==> src/rtl/timer_ctrl_pkg.sv <==
// Shared definitions for the timer controller and the digit chain it drives.
// State encodings and digit selects are fixed because the digit modules decode them.
package timer_ctrl_pkg;

    typedef enum logic [1:0] {
        ST_IDLE  = 2'd0,
        ST_RUN   = 2'd1,
        ST_PAUSE = 2'd2,
        ST_SET   = 2'd3
    } state_t;

    localparam logic [1:0] SEL_SEC_L = 2'd0;
    localparam logic [1:0] SEL_SEC_H = 2'd1;
    localparam logic [1:0] SEL_MIN_L = 2'd2;
    localparam logic [1:0] SEL_MIN_H = 2'd3;

    // Counter width that stays legal when the modulus is 1.
    function automatic int clog2_min1(input int n);
        return (n <= 2) ? 1 : $clog2(n);
    endfunction

endpackage

==> src/rtl/timer_ctrl_if.sv <==
// Button pulses in, digit-chain controls out, between the controller and its neighbours.
// master = timer_ctrl side, slave = button source / digit chain side.
interface timer_ctrl_if;
    logic       btn_start_stop;
    logic       btn_mode;
    logic       btn_inc;
    logic       btn_clr;
    logic       dsyn_rst_n;
    logic       sec_tick;
    logic       set_inc;
    logic [1:0] set_sel;
    logic       clr_pulse;
    logic       running;
    logic       blink;

    modport master (
        input  btn_start_stop, btn_mode, btn_inc, btn_clr,
        output dsyn_rst_n, sec_tick, set_inc, set_sel, clr_pulse, running, blink
    );

    modport slave (
        output btn_start_stop, btn_mode, btn_inc, btn_clr,
        input  dsyn_rst_n, sec_tick, set_inc, set_sel, clr_pulse, running, blink
    );
endinterface

==> src/rtl/timer_prescaler.sv <==
// Seconds prescaler: counts while en, emits a registered one-cycle tick on wrap.
// Latency: tick appears the cycle after the count sits at DIV-1 with en high.
// No backpressure; clr synchronously zeroes count and tick, en low holds the count.
module timer_prescaler #(
    parameter int DIV = 10
) (
    input  logic clk,
    input  logic rst_n,
    input  logic en,
    input  logic clr,
    output logic tick
);
    import timer_ctrl_pkg::*;

    localparam int CNT_W = clog2_min1(DIV);

    if (DIV < 2) begin : g_bad_div
        $error("timer_prescaler: DIV must be at least 2");
    end

    logic [CNT_W-1:0] cnt_q;
    logic             wrap;

    assign wrap = (cnt_q == CNT_W'(DIV - 1));

    always_ff @(posedge clk or negedge rst_n) begin
        if (!rst_n) begin
            cnt_q <= '0;
            tick  <= 1'b0;
        end else if (clr) begin
            cnt_q <= '0;
            tick  <= 1'b0;
        end else if (en) begin
            cnt_q <= wrap ? '0 : cnt_q + 1'b1;
            tick  <= wrap;
        end else begin
            tick  <= 1'b0;
        end
    end
endmodule

==> src/rtl/timer_ctrl.sv <==
// Run/pause/set controller for the timer digit chain; optional set-mode blink via TIMER_CTRL_BLINK_EN.
// Latency: one cycle from a button pulse to the registered state/pulse outputs.
// No backpressure: button pulses are single-cycle; lower-priority pulses in the same cycle are dropped.
module timer_ctrl #(
    parameter int CLK_FREQ_HZ = 50000000,
    parameter int TICK_HZ     = 1,
    parameter int BLINK_DIV   = 25000000
) (
    input  logic          clk,
    input  logic          rst_n,
    timer_ctrl_if.master  bus
);
    import timer_ctrl_pkg::*;

    localparam int DIV = CLK_FREQ_HZ / TICK_HZ;

    if (BLINK_DIV < 1) begin : g_bad_blink
        $error("timer_ctrl: BLINK_DIV must be at least 1");
    end

    state_t     state_q, state_d;
    logic [1:0] set_sel_q, set_sel_d;
    logic       set_inc_q, set_inc_d;
    logic       clr_q, clr_d;
    logic       running_q;
    logic       mode_step;
    logic       pre_en;
    logic       sec_tick_w;
    logic       sync1_q, sync2_q;

    // Priority chain: clr > start_stop > mode > inc.
    always_comb begin
        state_d   = state_q;
        set_sel_d = set_sel_q;
        set_inc_d = 1'b0;
        clr_d     = 1'b0;
        mode_step = 1'b0;
        if (bus.btn_clr) begin
            state_d   = ST_IDLE;
            set_sel_d = SEL_SEC_L;
            clr_d     = 1'b1;
        end else if (bus.btn_start_stop) begin
            set_sel_d = SEL_SEC_L;
            state_d   = (state_q == ST_RUN) ? ST_PAUSE : ST_RUN;
            if (state_q == ST_RUN) set_sel_d = set_sel_q;
        end else if (bus.btn_mode) begin
            case (state_q)
                ST_IDLE, ST_PAUSE: begin
                    state_d   = ST_SET;
                    set_sel_d = SEL_SEC_L;
                end
                ST_SET: begin
                    mode_step = 1'b1;
                    if (set_sel_q == SEL_MIN_H) begin
                        state_d   = ST_PAUSE;
                        set_sel_d = SEL_SEC_L;
                    end else begin
                        set_sel_d = set_sel_q + 2'd1;
                    end
                end
                default: ;
            endcase
        end else if (bus.btn_inc) begin
            set_inc_d = (state_q == ST_SET);
        end
    end

    // Counting only when RUN persists makes a pause on the wrap cycle hold at DIV-1.
    assign pre_en = (state_q == ST_RUN) && (state_d == ST_RUN);

    always_ff @(posedge clk or negedge rst_n) begin
        if (!rst_n) begin
            state_q   <= ST_IDLE;
            set_sel_q <= SEL_SEC_L;
            set_inc_q <= 1'b0;
            clr_q     <= 1'b0;
            running_q <= 1'b0;
        end else begin
            state_q   <= state_d;
            set_sel_q <= set_sel_d;
            set_inc_q <= set_inc_d;
            clr_q     <= clr_d;
            running_q <= (state_d == ST_RUN);
        end
    end

    timer_prescaler #(.DIV(DIV)) u_prescaler (
        .clk   (clk),
        .rst_n (rst_n),
        .en    (pre_en),
        .clr   (clr_d),
        .tick  (sec_tick_w)
    );

    always_ff @(posedge clk or negedge rst_n) begin
        if (!rst_n) begin
            sync1_q <= 1'b0;
            sync2_q <= 1'b0;
        end else begin
            sync1_q <= 1'b1;
            sync2_q <= sync1_q;
        end
    end

`ifdef TIMER_CTRL_BLINK_EN
    localparam int BLK_W = clog2_min1(BLINK_DIV);

    logic [BLK_W-1:0] blink_cnt_q;
    logic             blink_q;
    logic             blink_restart;

    assign blink_restart = (state_q != ST_SET) || mode_step;

    always_ff @(posedge clk or negedge rst_n) begin
        if (!rst_n) begin
            blink_cnt_q <= '0;
            blink_q     <= 1'b1;
        end else if (state_d != ST_SET || blink_restart) begin
            blink_cnt_q <= '0;
            blink_q     <= 1'b1;
        end else if (blink_cnt_q == BLK_W'(BLINK_DIV - 1)) begin
            blink_cnt_q <= '0;
            blink_q     <= ~blink_q;
        end else begin
            blink_cnt_q <= blink_cnt_q + 1'b1;
        end
    end

    assign bus.blink = blink_q;
`else
    logic unused_mode_step;
    assign unused_mode_step = mode_step;
    assign bus.blink        = 1'b1;
`endif

    assign bus.dsyn_rst_n = sync2_q;
    assign bus.sec_tick   = sec_tick_w;
    assign bus.set_inc    = set_inc_q;
    assign bus.set_sel    = set_sel_q;
    assign bus.clr_pulse  = clr_q;
    assign bus.running    = running_q;
endmodule

==> src/flat_wrapper.sv <==
// flat-port wrapper written by rule: the top's interface ports become plain ports
module timer_ctrl_flat import timer_ctrl_pkg::*;
#(
    parameter int CLK_FREQ_HZ = 50000000,
    parameter int TICK_HZ     = 1,
    parameter int BLINK_DIV   = 25000000
)
  (clk, rst_n, bus_btn_start_stop, bus_btn_mode, bus_btn_inc, bus_btn_clr, bus_dsyn_rst_n, bus_sec_tick, bus_set_inc, bus_set_sel, bus_clr_pulse, bus_running, bus_blink);
  timer_ctrl_if bus_i ();
  input  logic clk;
  input  logic rst_n;
  input wire logic [$bits(bus_i.btn_start_stop)-1:0] bus_btn_start_stop;
  input wire logic [$bits(bus_i.btn_mode)-1:0] bus_btn_mode;
  input wire logic [$bits(bus_i.btn_inc)-1:0] bus_btn_inc;
  input wire logic [$bits(bus_i.btn_clr)-1:0] bus_btn_clr;
  output wire logic [$bits(bus_i.dsyn_rst_n)-1:0] bus_dsyn_rst_n;
  output wire logic [$bits(bus_i.sec_tick)-1:0] bus_sec_tick;
  output wire logic [$bits(bus_i.set_inc)-1:0] bus_set_inc;
  output wire logic [$bits(bus_i.set_sel)-1:0] bus_set_sel;
  output wire logic [$bits(bus_i.clr_pulse)-1:0] bus_clr_pulse;
  output wire logic [$bits(bus_i.running)-1:0] bus_running;
  output wire logic [$bits(bus_i.blink)-1:0] bus_blink;
  assign bus_i.btn_start_stop = bus_btn_start_stop;
  assign bus_i.btn_mode = bus_btn_mode;
  assign bus_i.btn_inc = bus_btn_inc;
  assign bus_i.btn_clr = bus_btn_clr;
  assign bus_dsyn_rst_n = bus_i.dsyn_rst_n;
  assign bus_sec_tick = bus_i.sec_tick;
  assign bus_set_inc = bus_i.set_inc;
  assign bus_set_sel = bus_i.set_sel;
  assign bus_clr_pulse = bus_i.clr_pulse;
  assign bus_running = bus_i.running;
  assign bus_blink = bus_i.blink;
  timer_ctrl #(.CLK_FREQ_HZ(CLK_FREQ_HZ), .TICK_HZ(TICK_HZ), .BLINK_DIV(BLINK_DIV)) u_core (.clk(clk), .rst_n(rst_n), .bus(bus_i));
endmodule
==> config.mk <==
export PLATFORM = sky130hd
export DESIGN_NAME = timer_ctrl_flat
export DESIGN_NICKNAME = d
export VERILOG_FILES = /design/src/rtl/timer_ctrl_pkg.sv /design/src/rtl/timer_ctrl_if.sv /design/src/rtl/timer_prescaler.sv /design/src/rtl/timer_ctrl.sv /design/src/flat_wrapper.sv
export SDC_FILE = /design/constraint.sdc
export NUM_CORES = 1
export LEC_CHECK = 0
export ABC_AREA = 0
export CAP_MARGIN = 20
export CORE_UTILIZATION = 29
export CTS_CLUSTER_DIAMETER = 50
export DETAILED_ROUTE_END_ITERATION = 10
export GPL_TIMING_DRIVEN = 0
export PLACE_DENSITY_LB_ADDON = 0.15
export SLEW_MARGIN = 30
export SYNTH_ARGS = -nofsm -noshare
export SYNTH_HDL_FRONTEND = slang
export SYNTH_SLANG_ARGS = --single-unit
export TNS_END_PERCENT = 100
==> constraint.sdc <==
create_clock -name clk -period 2.96 [get_ports clk]
set_clock_uncertainty 0.1 [all_clocks]
set_input_delay 0.888 -clock clk [delete_from_list [all_inputs] [get_ports clk]]
set_output_delay 0.888 -clock clk [all_outputs]
set_load 0.01 [all_outputs]
-- Word level (Yosys, flattened, before mapping)
Cells that the tools add are included.
- register bits after elaboration: 36
- bits of input ports: 6
- output and inout bits: 8
- logic and storage cells: 47
- add/sub/neg operators: 2
- equality and inequality tests: 7
- multiplexer cells: 22
- reduce and logical (&&, ||, !) cells: 7
- operator list (operator ; count):
    $mux 26 ; 3
    $add 26x1->26 const B ; 1
    $eq 26x26->1 const B ; 1
    $mux 2 ; 10
    $pmux 2 s2 ; 2
    $mux 1 ; 7
    $eq 2x2->1 const B ; 3
    $eq 2x1->1 const B ; 2
    $reduce_bool 4->1 ; 1
    $ne 3x3->1 const B ; 1
    $reduce_and 3->1 ; 1
    $reduce_bool 3->1 ; 1
    $add 2x1->2 const B ; 1
    $logic_not 2->1 ; 1
    $reduce_bool 2->1 ; 1
    $reduce_or 2->1 ; 1
    $logic_and 1x1->1 ; 1

-- Longest topological paths before layout
Gate-level depths: netlist of the first run.
- depth after elaboration: 10
- mapped depth: 6
- gate-level depth less buffers: 5

-- By module
A second synthesis of the first run with hierarchy kept.
- cell total of the unflattened synthesis: 199
- area, all modules: 1874.3 sq um
- modules (own cells, without submodules) (module ; instances ; cells an instance ; area an instance (sq um) ; sequential area each (sq um)):
    timer_prescaler ; 1 ; 163 ; 1477.7 ; 675.6
    timer_ctrl ; 1 ; 36 ; 396.6 ; 225.2

-- Worst setup path before layout of the first run
Ideal clock, no wire load.
- path kind: input to register
- start: input bus_btn_clr
- end: register u_core.u_prescaler.cnt_q[7]
- library setup time: 0.136 ns
- data arrival time: 2.161 ns
- required time: 2.724 ns
- slack: 0.562 ns
- stages on the path: 5
- path buffers: 2
- path through: or4b_1 > buf_2 > clkbuf_1 > o41ai_1 > a21oi_1
- word-level cells in the longest chain between the ends: 4
- elaborated cells between the ends (all ways): 6
- those cells by class: 1 x eq/ne; 3 x mux; 2 x reduce/logical
- ends and longest elaborated chain (element ; RTL line ; RTL):
    from (decl) ; flat_wrapper.sv:15 ; input wire logic [$bits(bus_i.btn_clr)-1:0] bus_btn_clr;
    $mux 2 ; timer_ctrl.sv:38 ; if (bus.btn_clr) begin
    $eq 2x1->1 ; timer_ctrl.sv:69 ; assign pre_en = (state_q == ST_RUN) && (state_d == ST_RUN);
    $logic_and 1x1->1 ; timer_ctrl.sv:69 ;
    $reduce_bool 2->1 (no line) ; n/a ;
    to (signal assigned) ; timer_prescaler.sv:34 ; cnt_q <= wrap ? '0 : cnt_q + 1'b1;
    to (decl) ; timer_prescaler.sv:21 ; logic [CNT_W-1:0] cnt_q;
Parallel ways exist; a longest one is shown, timed or not.
A chain may end at the register's enable or synchronous reset.

-- Worst setup path in the final report of the first run
- start: input bus_btn_start_stop
- end: register u_core.u_prescaler.cnt_q[7]
- word-level cells in the longest chain between the ends: 5
- ends and longest elaborated chain (element ; RTL line ; RTL):
    from (decl) ; flat_wrapper.sv:12 ; input wire logic [$bits(bus_i.btn_start_stop)-1:0] bus_btn_start_stop;
    $mux 2 ; timer_ctrl.sv:42 ; end else if (bus.btn_start_stop) begin
    $mux 2 ; timer_ctrl.sv:38 ;
    $eq 2x1->1 ; timer_ctrl.sv:69 ;
    $logic_and 1x1->1 ; timer_ctrl.sv:69 ;
    $reduce_bool 2->1 (no line) ; n/a ;
No other way between the ends.

==> impl_summary.log, run 1 <==
[metrics] result of the run: completed
[metrics] number of cells on the worst reg-to-reg path: 5
[metrics] most frequent cells after synthesis: dfrtp_1, nand2_1, nor2_1, nand3_1, nor4_1
[metrics] simple-gate share of the synthesized area: 32.2%
[metrics] total CTS buffers: 5
[metrics] clock-pin slew of the registers on the worst-case setup and hold paths: 0.08 ns
[metrics] fraction of layout cells with a size suffix above 1: 10.7%
[metrics] Iter 0 DRT Violations: 170
[metrics] Critical Path Start Type: primary input
[metrics] final core utilization: 35.2%
[metrics] Die H: 88.8 microns
[metrics] number of antenna repair diodes: 0
[metrics] count of state elements after synthesis: 36
[metrics] reg-to-reg setup timing slack: 0.47 ns
[metrics] synthesized cell area: 2180 sq um
[metrics] maximum resistive drop on vdd: 0.000232 V
[metrics] share of synthesized flip-flops with an asynchronous set or reset: 100%
[metrics] fraction of synthesized area in multiplexers: 0.974%
[metrics] count of H-tree levels built during CTS: 2
[metrics] pin slew with the least headroom to its limit: 0.967 ns
[metrics] number of standard-cell rows in the floorplan: 31
[metrics] final weighted congestion in routability-driven placement: 0.807
[metrics] setup slack at placement: -0.260 ns
[metrics] All-Layer GR Usage: 17.6%
[metrics] overall power: 999 uW
[metrics] setup slack after layout: 0.113 ns
[metrics] Slowest-stage cell, CP: or4b_1
[metrics] final count of negative-setup-slack endpoints: 0
[metrics] clock latency at the later pin of the worst-skew pair: 0.30 ns
[metrics] global-route wire length before repair: 10,100 microns
[metrics] parity-gate share of the synthesized area counting xor and xnor cells: 2.41%
[metrics] top area cells in the synthesized netlist: dfrtp_1, nor4_1, nand2_1, nand3_1, nor2_1
[metrics] max-slew headroom at the worst pin: 35.0%
[metrics] post-synthesis share of cell area spent on full adders, half adders and majority gates: 1.15%
[metrics] average via count per standard cell: 5.74
[metrics] RSZ-0062 raised after global routing: false
[metrics] count of final max-slew check failures: 0
[metrics] Total Die Area: 7880 sq um
[metrics] portion of the post-synthesis area used by sequential elements: 41.2%
[metrics] post-route non-filler standard cell count: 352
[metrics] number of nets at the end of the flow: 260
[metrics] core area: 7250 sq um
[metrics] Root Buffer Master: clkbuf_8
[metrics] final cycle utilization of the critical path: 96.2%
[metrics] CP arrival: 2.91 ns
[metrics] kind of end point of the critical path: register
[metrics] initial cell density of the core: 30.1%
[metrics] worst endpoint required time: 3.02 ns
[metrics] power density of the placed cells: 391 nW/um^2
[metrics] number of buffer cells added on primary ports: 12
[metrics] crit-path cells: clkdlybuf4s50_1, or4b_1, buf_2, clkbuf_1, o41ai_1, a21oi_1
[metrics] largest driver fanout on the critical path: 10
[metrics] DP HPWL: 4280 microns
[metrics] signed area change from the synthesized netlist to the final layout: 17.0%
[metrics] number of sinks driven by the clock tree: 36
[metrics] TritonCTS clock tree: yes
[metrics] category of the critical setup timing path: primary input to register
[metrics] Hold Crit Depth: 0
[metrics] detailed-route DRC error count: 0
[metrics] Post-CTS Setup Bufs: 0
[metrics] Worst Hold Path EP: u_core.bus.dsyn_rst_n$_DFF_PN0_
[metrics] IO Count: 14
[metrics] Post-Place Cell Area: 2460 sq um
[metrics] number of instances in the synthesized netlist: 231
[metrics] number of distinct standard cells referenced by the synthesized netlist: 64
[metrics] Final Cell Area: 2560 sq um
[metrics] Inst Count DP: 344
[metrics] Die W: 88.8 microns
[metrics] combined buffer and inverter count along the critical path: 3
[metrics] global-route congestion overflow total: 0
[metrics] Synth Area in Compound Gates: 17.3%
[metrics] critical hold path startpoint: u_core.sync1_q$_DFF_PN0_
[metrics] average wire length per cell after detail routing: 17.9 microns
[metrics] total via count in the routed design: 2,022
[metrics] syn_area_per_cell: 9.46 sq um
[metrics] Reg-to-Reg Start: u_core.u_prescaler.cnt_q[0]$_DFFE_PN0P_
[metrics] Achievable Freq: 0.351 GHz
[metrics] RR Endpoint: u_core.u_prescaler.cnt_q[24]$_DFFE_PN0P_
[metrics] worst stage delay on the critical path: 0.52 ns
[metrics] number of global-route vias before repair: 1,905
[metrics] final critical delay including setup and external delays: 2.85 ns
[metrics] number of iterations in the first detailed-routing pass: 4
[metrics] warning count from the yosys run: 0
[metrics] post-route antenna net violation count: 0
[metrics] maximum clock insertion buffer count: 2
[metrics] kind of cell adding the most delay to the critical path: buffers and inverters
[metrics] Top FF cell, synth: dfrtp_1
[metrics] total length of routed wires: 6290 microns
[metrics] max cap viols: 0
[metrics] cell with the most instances after synthesis: dfrtp_1
[metrics] worst min-delay path category: register to register
[metrics] area share of the leading cell type in the synthesized netlist: 41.2%
[metrics] number of flops mapped to enable cells by yosys: 0
[metrics] main combinational cell family by area after synthesis: simple AND/OR/NAND/NOR gates
[metrics] largest net degree at the start of global routing: 23
[metrics] Fin. Hold Viols: 0
[metrics] Pleak: 0.961 nW
[metrics] antenna violations before repair: 0
[metrics] post-synthesis cell type with the largest combined area: dfrtp_1
-- layout make-up --
type / instances / area (sq um)
timing repair buffer: 13 / 143
clock inverter: 2 / 10.0
multi-input combinational: 175 / 1190
fill: 778 / 4700
tap: 99 / 124
sequential: 36 / 901
clock buffer: 6 / 82.6
buffer: 13 / 72.6
inverter: 8 / 30.0
-- how the worst max path moves through the flow --
stage	startpoint	end	slack [ns]	depth (start not counted)
2_1_floorplan	bus_btn_clr	u_core.u_prescaler.cnt_q[7]$_DFFE_PN0P_	0.56	5
3_3_place_gp	bus_btn_clr	u_core.u_prescaler.cnt_q[24]$_DFFE_PN0P_	-0.28	6
3_5_place_dp	bus_btn_clr	u_core.u_prescaler.cnt_q[24]$_DFFE_PN0P_	-0.26	6
4_1_cts	bus_btn_clr	u_core.u_prescaler.cnt_q[24]$_DFFE_PN0P_	0.05	6
5_1_grt	bus_btn_start_stop	u_core.u_prescaler.cnt_q[7]$_DFFE_PN0P_	0.003	6
6_report	bus_btn_start_stop	u_core.u_prescaler.cnt_q[7]$_DFFE_PN0P_	0.11	6
-- through the flow --
stage,hold slack [ns],setup TNS (ns)
global placement,0.233,-6.14
detailed placement,0.236,-3.83
floorplan,0.231,0
CTS,0.254,0
global route,0.271,0
finish,0.250,0
-- cells in the final DEF, fill, tap and decap left out, drive strengths merged, types with 2 or more instances in the layout --
master         synthesis  final
nand3                 13     13
o32ai                  3      3
a21o                   2      2
and3                   2      2
nor3                   7      7
xor2                   3      3
inv                    8      8
o211ai                 2      2
a31oi                  2      2
nand4                  6      6
conb                   1      2
o41ai                  3      3
nand2b                 7      7
nand2                 17     17
a2111oi                2      2
clkinv                 0      2
a21oi                  4      4
buf                    7      9
clkbuf                 6     12
or4                    7      7
or3                    3      3
and4                   4      4
ha                     2      2
o221ai                 2      2
nor2b                  6      6
nor2                  17     17
a41oi                  4      4
xnor2                  3      3
dfrtp                 36     36
a211oi                 3      3
nor4                  12     12
o21ai                  7      7
o311ai                 5      5
clkdlybuf4s50          0     11
o21bai                 2      2
nand3b                 4      4
-- what timing repair did --
item                                    in CTS  in global routing
gates resized for setup                      0                  4
hold buffers                                 0                  0
endpoints found under the setup margin       0                  6
-- worst reg2reg max path, cell delays in order, from the launching register on --
cell	delay, ns
dfrtp_1	0.44
ha_1	0.23
nand4_1	0.32
nor4_2	0.74
nand4_1	0.21
mux2_1	0.34
-- report_power, final --
group / internal (mW) / leakage (nW) / switching (mW)
Sequential: 0.505 / 0.490 / 0.0171
Combinational: 0.0373 / 0.421 / 0.0575
Clock: 0.186 / 0.0510 / 0.196
-- per-layer routing --
layer	up-vias	track usage [%]	part of all wire, %
li1	930	-	-
met1	1005	23.8	46
met2	76	27.4	47
met3	11	4.48	5.6
met4	0	5.57	1.6
met5	-	0	0
-- cell families (layout without fill, tap and decap cells) --
group                    after synthesis  count (layout)
AND/OR/NAND/NOR                      114             114
AO/OA/AOI/OAI                         49              49
flip-flops                            36              36
buffers and inverters                 21              42
XOR/XNOR                               6               6
adder cells (fa/ha/maj)                2               2
multiplexers                           2               2
other                                  1               2
-- flip-flops by register name, indices dropped and copies added, names as in the netlist --
signal / cells
u_core.bus.set_sel: 2
u_core.sync1_q: 1
u_core.bus.dsyn_rst_n: 1
u_core.u_prescaler.cnt_q: 26
u_core.u_prescaler.tick: 1
u_core.bus.set_inc: 1
u_core.state_q: 2
u_core.bus.clr_pulse: 1
u_core.bus.running: 1
Power figures use the tool's default switching activity.
==> run 2: changes to the inputs <==
--- a/config.mk
+++ b/config.mk
@@ -12,8 +12,9 @@
 export DETAILED_ROUTE_END_ITERATION = 10
 export GPL_TIMING_DRIVEN = 0
 export PLACE_DENSITY_LB_ADDON = 0.15
+export SETUP_SLACK_MARGIN = 0.5
 export SLEW_MARGIN = 30
 export SYNTH_ARGS = -nofsm -noshare
 export SYNTH_HDL_FRONTEND = slang
 export SYNTH_SLANG_ARGS = --single-unit
-export TNS_END_PERCENT = 100
+export TNS_END_PERCENT = 50
==> impl_summary.log, run 2 (synthesis gave the netlist of run 1 again) <==
[metrics] result of the run: completed (unchanged)
[metrics] number of global-route vias before repair: 1,948 (was 1,905)
[metrics] critical hold path startpoint: u_core.sync1_q$_DFF_PN0_ (unchanged)
[metrics] antenna violations before repair: 0 (unchanged)
[metrics] final core utilization: 36.5% (was 35.2%)
[metrics] footprint of the multi-input gates: 1240 sq um (was 1190 sq um)
[metrics] max cap viols: 0 (unchanged)
[metrics] category of the critical setup timing path: register to register (was primary input to register)
[metrics] global-route wire length before repair: 10,300 microns (was 10,100 microns)
[metrics] reg-to-reg setup timing slack: 0.53 ns (was 0.47 ns)
[metrics] Top reg by flops: u_core.u_prescaler.cnt_q (unchanged)
[metrics] most common cell after layout, fill and taps aside: dfrtp_1 (unchanged)
[metrics] All-Layer GR Usage: 17.8% (was 17.6%)
[metrics] average wire length per cell after detail routing: 18.1 microns (was 17.9 microns)
[metrics] Pleak: 1.02 nW (was 0.961 nW)
[metrics] post-route antenna net violation count: 0 (unchanged)
[metrics] total CTS buffers: 5 (unchanged)
[metrics] number of standard-cell rows in the floorplan: 31 (unchanged)
[metrics] largest driver fanout on the critical path: 6 (was 10)
[metrics] clock-pin slew of the registers on the worst-case setup and hold paths: 0.09 ns (was 0.08 ns)
[metrics] global-route congestion overflow total: 0 (unchanged)
[metrics] crit-path cells: ha_1, nand4_1, nor4_2, nand4_1, mux2_1 (was clkdlybuf4s50_1, or4b_1, buf_2, clkbuf_1, o41ai_1, a21oi_1)
[metrics] final cycle utilization of the critical path: 82.1% (was 96.2%)
[metrics] worst stage delay on the critical path: 0.74 ns (was 0.52 ns)
[metrics] Final Cell Area: 2650 sq um (was 2560 sq um)
[metrics] detailed-route DRC error count: 0 (unchanged)
[metrics] CP arrival: 2.52 ns (was 2.91 ns)
[metrics] power density of the placed cells: 379 nW/um^2 (was 391 nW/um^2)
[metrics] IO Count: 14 (unchanged)
[metrics] number of nets at the end of the flow: 264 (was 260)
[metrics] Slowest-stage cell, CP: nor4_2 (was or4b_1)
[metrics] max-slew headroom at the worst pin: 51.2% (was 35.0%)
[metrics] Iter 0 DRT Violations: 168 (was 170)
[metrics] Die W: 88.8 microns (unchanged)
[metrics] commonest non-fill, non-tap cells in the layout: dfrtp_1, nand2_1, nor2_1, nand3_1, clkdlybuf4s50_1 (unchanged)
[metrics] RSZ-0062 raised after global routing: true (was false)
[metrics] number of sinks driven by the clock tree: 36 (unchanged)
[metrics] worst endpoint required time: 3.05 ns (was 3.02 ns)
[metrics] worst min-delay path category: register to register (unchanged)
[metrics] kind of end point of the critical path: register (unchanged)
[metrics] largest net degree at the start of global routing: 23 (unchanged)
[metrics] TritonCTS clock tree: yes (unchanged)
[metrics] setup slack at placement: -0.260 ns (unchanged)
[metrics] core area: 7250 sq um (unchanged)
[metrics] clock latency at the later pin of the worst-skew pair: 0.30 ns (about the same)
[metrics] count of H-tree levels built during CTS: 2 (unchanged)
[metrics] number of inserted filler cells in the final layout: 766 (was 778)
[metrics] number of cells on the worst reg-to-reg path: 5 (unchanged)
[metrics] Hold Crit Depth: 0 (unchanged)
[metrics] final count of negative-setup-slack endpoints: 0 (unchanged)
[metrics] pin slew with the least headroom to its limit: 0.727 ns (was 0.967 ns)
[metrics] initial cell density of the core: 30.1% (unchanged)
[metrics] final critical delay including setup and external delays: 2.43 ns (was 2.85 ns)
[metrics] number of antenna repair diodes: 0 (unchanged)
[metrics] average via count per standard cell: 5.77 (was 5.74)
[metrics] signed area change from the synthesized netlist to the final layout: 21.2% (was 17.0%)
[metrics] final weighted congestion in routability-driven placement: 0.807 (unchanged)
[metrics] total via count in the routed design: 2,053 (was 2,022)
[metrics] number of iterations in the first detailed-routing pass: 5 (was 4)
[metrics] RR Endpoint: u_core.u_prescaler.cnt_q[24]$_DFFE_PN0P_ (unchanged)
[metrics] Post-Place Cell Area: 2460 sq um (unchanged)
[metrics] DP HPWL: 4280 microns (unchanged)
[metrics] fraction of layout cells with a size suffix above 1: 16.7% (was 10.7%)
[metrics] combined buffer and inverter count along the critical path: 0 (was 3)
[metrics] setup slack after layout: 0.529 ns (was 0.113 ns)
[metrics] total length of routed wires: 6450 microns (was 6290 microns)
[metrics] count of final max-slew check failures: 0 (unchanged)
[metrics] Worst Hold Path EP: u_core.bus.dsyn_rst_n$_DFF_PN0_ (unchanged)
[metrics] max reg flops: 26 (unchanged)
[metrics] maximum clock insertion buffer count: 2 (unchanged)
[metrics] Die H: 88.8 microns (unchanged)
[metrics] Root Buffer Master: clkbuf_8 (unchanged)
[metrics] Total Die Area: 7880 sq um (unchanged)
[metrics] maximum resistive drop on vdd: 0.000228 V (was 0.000232 V)
[metrics] number of buffer cells added on primary ports: 12 (unchanged)
[metrics] Reg-to-Reg Start: u_core.u_prescaler.cnt_q[0]$_DFFE_PN0P_ (unchanged)
[metrics] sequential cell area: 901 sq um (unchanged)
[metrics] kind of cell adding the most delay to the critical path: simple AND/OR/NAND/NOR gates (was buffers and inverters)
[metrics] Most Frequent Cell on Critical Path: nand4_1
[metrics] Critical Path Start Type: register (was primary input)
[metrics] Fin. Hold Viols: 0 (unchanged)
[metrics] Achievable Freq: 0.411 GHz (was 0.351 GHz)
[run 2: cell types whose count changed in the layout (fill, tap and decap cells not counted), sizes merged]
| cell | before | now |
|---|---|---|
| buf | 9 | 13 |
| clkbuf | 12 | 13 |
| clkdlybuf4s50 | 11 | 9 |
| dlygate4sd2 | 0 | 1 |
[run 2: worst max-delay path by stage]
stage / endpoint / depth (start not counted) / start
after CTS: u_core.u_prescaler.cnt_q[15]$_DFFE_PN0P_ / 5 / bus_btn_start_stop
final: u_core.u_prescaler.cnt_q[24]$_DFFE_PN0P_ / 5 / u_core.u_prescaler.cnt_q[0]$_DFFE_PN0P_
after floorplan: u_core.u_prescaler.cnt_q[7]$_DFFE_PN0P_ / 5 / bus_btn_clr
after global routing: u_core.u_prescaler.cnt_q[24]$_DFFE_PN0P_ / 4 / u_core.u_prescaler.cnt_q[12]$_DFFE_PN0P_
after detailed placement: u_core.u_prescaler.cnt_q[24]$_DFFE_PN0P_ / 6 / bus_btn_clr
after global placement: u_core.u_prescaler.cnt_q[24]$_DFFE_PN0P_ / 6 / bus_btn_clr
[run 2: metal layers]
| layer | track usage (%) | wire, microns | vias up |
|---|---|---|---|
| met2 | 27.7 | 2960 | 81 |
| met4 | 5.13 | 81 | 0 |
| met1 | 24.0 | 3010 | 1018 |
| met3 | 5.04 | 396 | 10 |
| met5 | 0 | 0 | - |
| li1 | - | - | 944 |
[run 2: cell type report]
class,count,share of cell area (%)
multi-input combinational,175,46.9
sequential,36,34.0
timing repair buffer,17,6.28
tap,99,4.68
buffer,13,3.50
clock buffer,6,3.12
inverter,8,1.13
clock inverter,2,0.378
[run 2: metrics by stage]
stage          setup TNS [ns]  power, mW  std cells  hold WS, ns
4_1_cts                     0       1.02        354        0.254
3_3_place_gp            -6.14      0.623        343        0.233
3_5_place_dp            -3.83      0.627        344        0.236
5_1_grt                     0       1.05        356        0.271
2_1_floorplan               0      0.576        232        0.231
6_report                    0       1.00        356        0.250
[run 2: where the power goes]
part | total, mW | internal, mW | switching (mW)
Sequential | 0.522 | 0.505 | 0.0173
Clock | 0.382 | 0.186 | 0.196
Combinational | 0.0980 | 0.0388 | 0.0592
Total | 1.00 | 0.730 | 0.273
[run 2: timing repair]
item,in CTS,in global routing
gates resized for setup,18,5
cloned,0,0
pin swaps,0,1
hold buffers,0,0
setup buffers,2,2
setup endpoints to repair,29,9
==> run 3: changes to the inputs <==
==> constraint.sdc (replaced) <==
create_clock -name clk -period 2.1 [get_ports clk]
set_clock_uncertainty 0.1 [all_clocks]
set_input_delay 0.63 -clock clk [delete_from_list [all_inputs] [get_ports clk]]
set_output_delay 0.63 -clock clk [all_outputs]
set_load 0.01 [all_outputs]
==> impl_summary.log, run 3 (synthesis gave the netlist of run 1 again) <==
[metrics] post-route antenna net violation count: 0 (unchanged)
[metrics] maximum resistive drop on vdd: 0.000214 V (was 0.000228 V)
[metrics] TritonCTS clock tree: yes (unchanged)
[metrics] total length of routed wires: 7280 microns (was 6450 microns)
[metrics] total via count in the routed design: 2,211 (was 2,053)
[metrics] global-route wire length before repair: 11,300 microns (was 10,300 microns)
[metrics] global-route congestion overflow total: 0 (unchanged)
[metrics] total CTS buffers: 5 (unchanged)
[metrics] number of global-route vias before repair: 2,150 (was 1,948)
[metrics] reg-to-reg setup timing slack: -0.02 ns (was 0.53 ns)
[metrics] number of inserted filler cells in the final layout: 695 (was 766)
[metrics] core area: 7250 sq um (unchanged)
[metrics] DP HPWL: 4210 microns (was 4280 microns)
[metrics] Pleak: 1.35 nW (was 1.02 nW)
[metrics] Die H: 88.8 microns (unchanged)
[metrics] final core utilization: 44.7% (was 36.5%)
[metrics] final count of negative-setup-slack endpoints: 2 (was 0)
[metrics] worst endpoint required time: 2.18 ns (was 3.05 ns)
[metrics] Die W: 88.8 microns (unchanged)
[metrics] power density of the placed cells: 454 nW/um^2 (was 379 nW/um^2)
[metrics] Critical Path Start Type: register (unchanged)
[metrics] initial cell density of the core: 30.1% (unchanged)
[metrics] commonest non-fill, non-tap cells in the layout: buf_4, dfrtp_1, nand2_1, nor2_1 (was dfrtp_1, nand2_1, nor2_1, nand3_1, clkdlybuf4s50_1)
[metrics] Top reg by flops: u_core.u_prescaler.cnt_q (unchanged)
[metrics] final weighted congestion in routability-driven placement: 0.824 (was 0.807)
[metrics] minimum hold slack: 0.133 ns (was 0.250 ns)
[metrics] hold buffers post-CTS: 0 (unchanged)
[metrics] IO Count: 14 (unchanged)
[metrics] max cap viols: 0 (unchanged)
[metrics] largest net degree at the start of global routing: 24 (was 23)
[metrics] number of antenna repair diodes: 0 (unchanged)
[metrics] Iter 0 DRT Violations: 173 (was 168)
[metrics] number of sinks driven by the clock tree: 36 (unchanged)
[metrics] kind of end point of the critical path: register (unchanged)
[metrics] number of standard-cell rows in the floorplan: 31 (unchanged)
[metrics] final cycle utilization of the critical path: 101% (was 82.1%)
[metrics] largest driver fanout on the critical path: 4 (was 6)
[metrics] antenna violations before repair: 0 (unchanged)
[metrics] setup slack after layout: -0.0174 ns (was 0.529 ns)
[metrics] category of the critical setup timing path: register to register (unchanged)
[metrics] Achievable Freq: 0.472 GHz (was 0.411 GHz)
[metrics] signed area change from the synthesized netlist to the final layout: 48.6% (was 21.2%)
[metrics] count of H-tree levels built during CTS: 2 (unchanged)
[metrics] clock latency at the later pin of the worst-skew pair: 0.30 ns (about the same)
[metrics] most common cell after layout, fill and taps aside: buf_4 (was dfrtp_1)
[metrics] max reg flops: 26 (unchanged)
[metrics] number of buffer cells added on primary ports: 12 (unchanged)
[metrics] overall power: 1.47 mW (was 1.00 mW)
[metrics] maximum clock insertion buffer count: 2 (unchanged)
[metrics] Root Buffer Master: clkbuf_8 (unchanged)
[metrics] final critical delay including setup and external delays: 2.12 ns (was 2.43 ns)
[metrics] average wire length per cell after detail routing: 18.4 microns (was 18.1 microns)
[metrics] All-Layer GR Usage: 19.2% (was 17.8%)
[metrics] aggregate negative setup slack: -0.0189 ns (was 0 ns)
[metrics] CP arrival: 2.20 ns (was 2.52 ns)
[metrics] worst min-delay path category: primary input to async pin (was register to register)
[metrics] Total Die Area: 7880 sq um (unchanged)
[metrics] clock-pin slew of the registers on the worst-case setup and hold paths: 0.08 ns (was 0.09 ns)
[metrics] average via count per standard cell: 5.58 (was 5.77)
[metrics] number of iterations in the first detailed-routing pass: 5 (unchanged)
[metrics] Fin. Hold Viols: 0 (unchanged)
[metrics] detailed-route DRC error count: 0 (unchanged)
[metrics] number of nets at the end of the flow: 304 (was 264)
[metrics] violated checks: setup timing
[metrics] result of the run: finished, violations left (was completed)
[metrics] RSZ-0062 raised after global routing: true (unchanged)
[metrics] fraction of layout cells with a size suffix above 1: 41.1% (was 16.7%)
[metrics] count of final max-slew check failures: 0 (unchanged)
## run 3: changes by cell type in the layout (fill, tap and decap cells not counted), moves of 5 or more
cell             previous run  this run
clkdlybuf4s50_1             9         1
dfrtp_1                    36        25
clkbuf_2                    5         0
buf_2                       3         8
buf_4                       7        41
dfrtp_2                     0        11
## run 3: layout make-up
| class | count | area (sq um) | area share (%) |
|---|---|---|---|
| buffer | 13 | 153 | 4.70 |
| clock buffer | 8 | 90.1 | 2.78 |
| inverter | 8 | 30.0 | 0.925 |
| multi-input combinational | 175 | 1450 | 44.5 |
| sequential | 36 | 915 | 28.2 |
| tap | 99 | 124 | 3.82 |
| timing repair buffer | 57 | 489 | 15.1 |
## run 3: repair_timing
action	CTS	global route
setup endpoints to repair	40	29
pin swaps	14	17
hold endpoints to repair	0	0
setup buffers	24	17
gates cloned	3	0
resized for setup	89	24
## run 3: final timing paths
path                                                                  to  cells after the start                                      from
worst min register to register           u_core.bus.dsyn_rst_n$_DFF_PN0_                      0                  u_core.sync1_q$_DFF_PN0_
worst max-delay path            u_core.u_prescaler.cnt_q[22]$_DFFE_PN0P_                      6  u_core.u_prescaler.cnt_q[11]$_DFFE_PN0P_
min in group clk                         u_core.bus.dsyn_rst_n$_DFF_PN0_                      0                  u_core.sync1_q$_DFF_PN0_
worst min-delay path             u_core.u_prescaler.cnt_q[5]$_DFFE_PN0P_                      1                                     rst_n
worst max register to register  u_core.u_prescaler.cnt_q[22]$_DFFE_PN0P_                      6  u_core.u_prescaler.cnt_q[11]$_DFFE_PN0P_
max in group asynchronous                    u_core.state_q[1]$_DFF_PN0_                      2                                     rst_n
## run 3: stage by stage
stage / instances / setup WS (ns) / cell area (sq um)
6_report: 396 / -0.0174 / 3250
5_1_grt: 396 / -0.0574 / 3250
4_1_cts: 379 / -0.00828 / 2990
3_5_place_dp: 344 / -0.883 / 2520
3_3_place_gp: 343 / -0.912 / 2510
2_1_floorplan: 232 / 0.0798 / 2260
## run 3: critical path, cell delays in order, from the launching register on
cell	delay (ns)
dfrtp_1	0.41
or4_4	0.52
or4_4	0.43
buf_4	0.16
buf_6	0.13
o32ai_2	0.12
a211oi_2	0.11
## run 3: per-layer routing
metal | share of wire (%) | GRT usage (%)
met1 | 44 | 25.9
met2 | 48 | 31.4
met3 | 5.0 | 3.64
met4 | 2.6 | 5.28
met5 | 0 | 0
## run 3: power by group
| group | internal (mW) | leakage, nW | total [mW] | switching (mW) |
|---|---|---|---|---|
| clock network | 0.268 | 0.0455 | 0.533 | 0.265 |
| logic | 0.0964 | 0.831 | 0.203 | 0.107 |
| registers | 0.713 | 0.472 | 0.738 | 0.0253 |
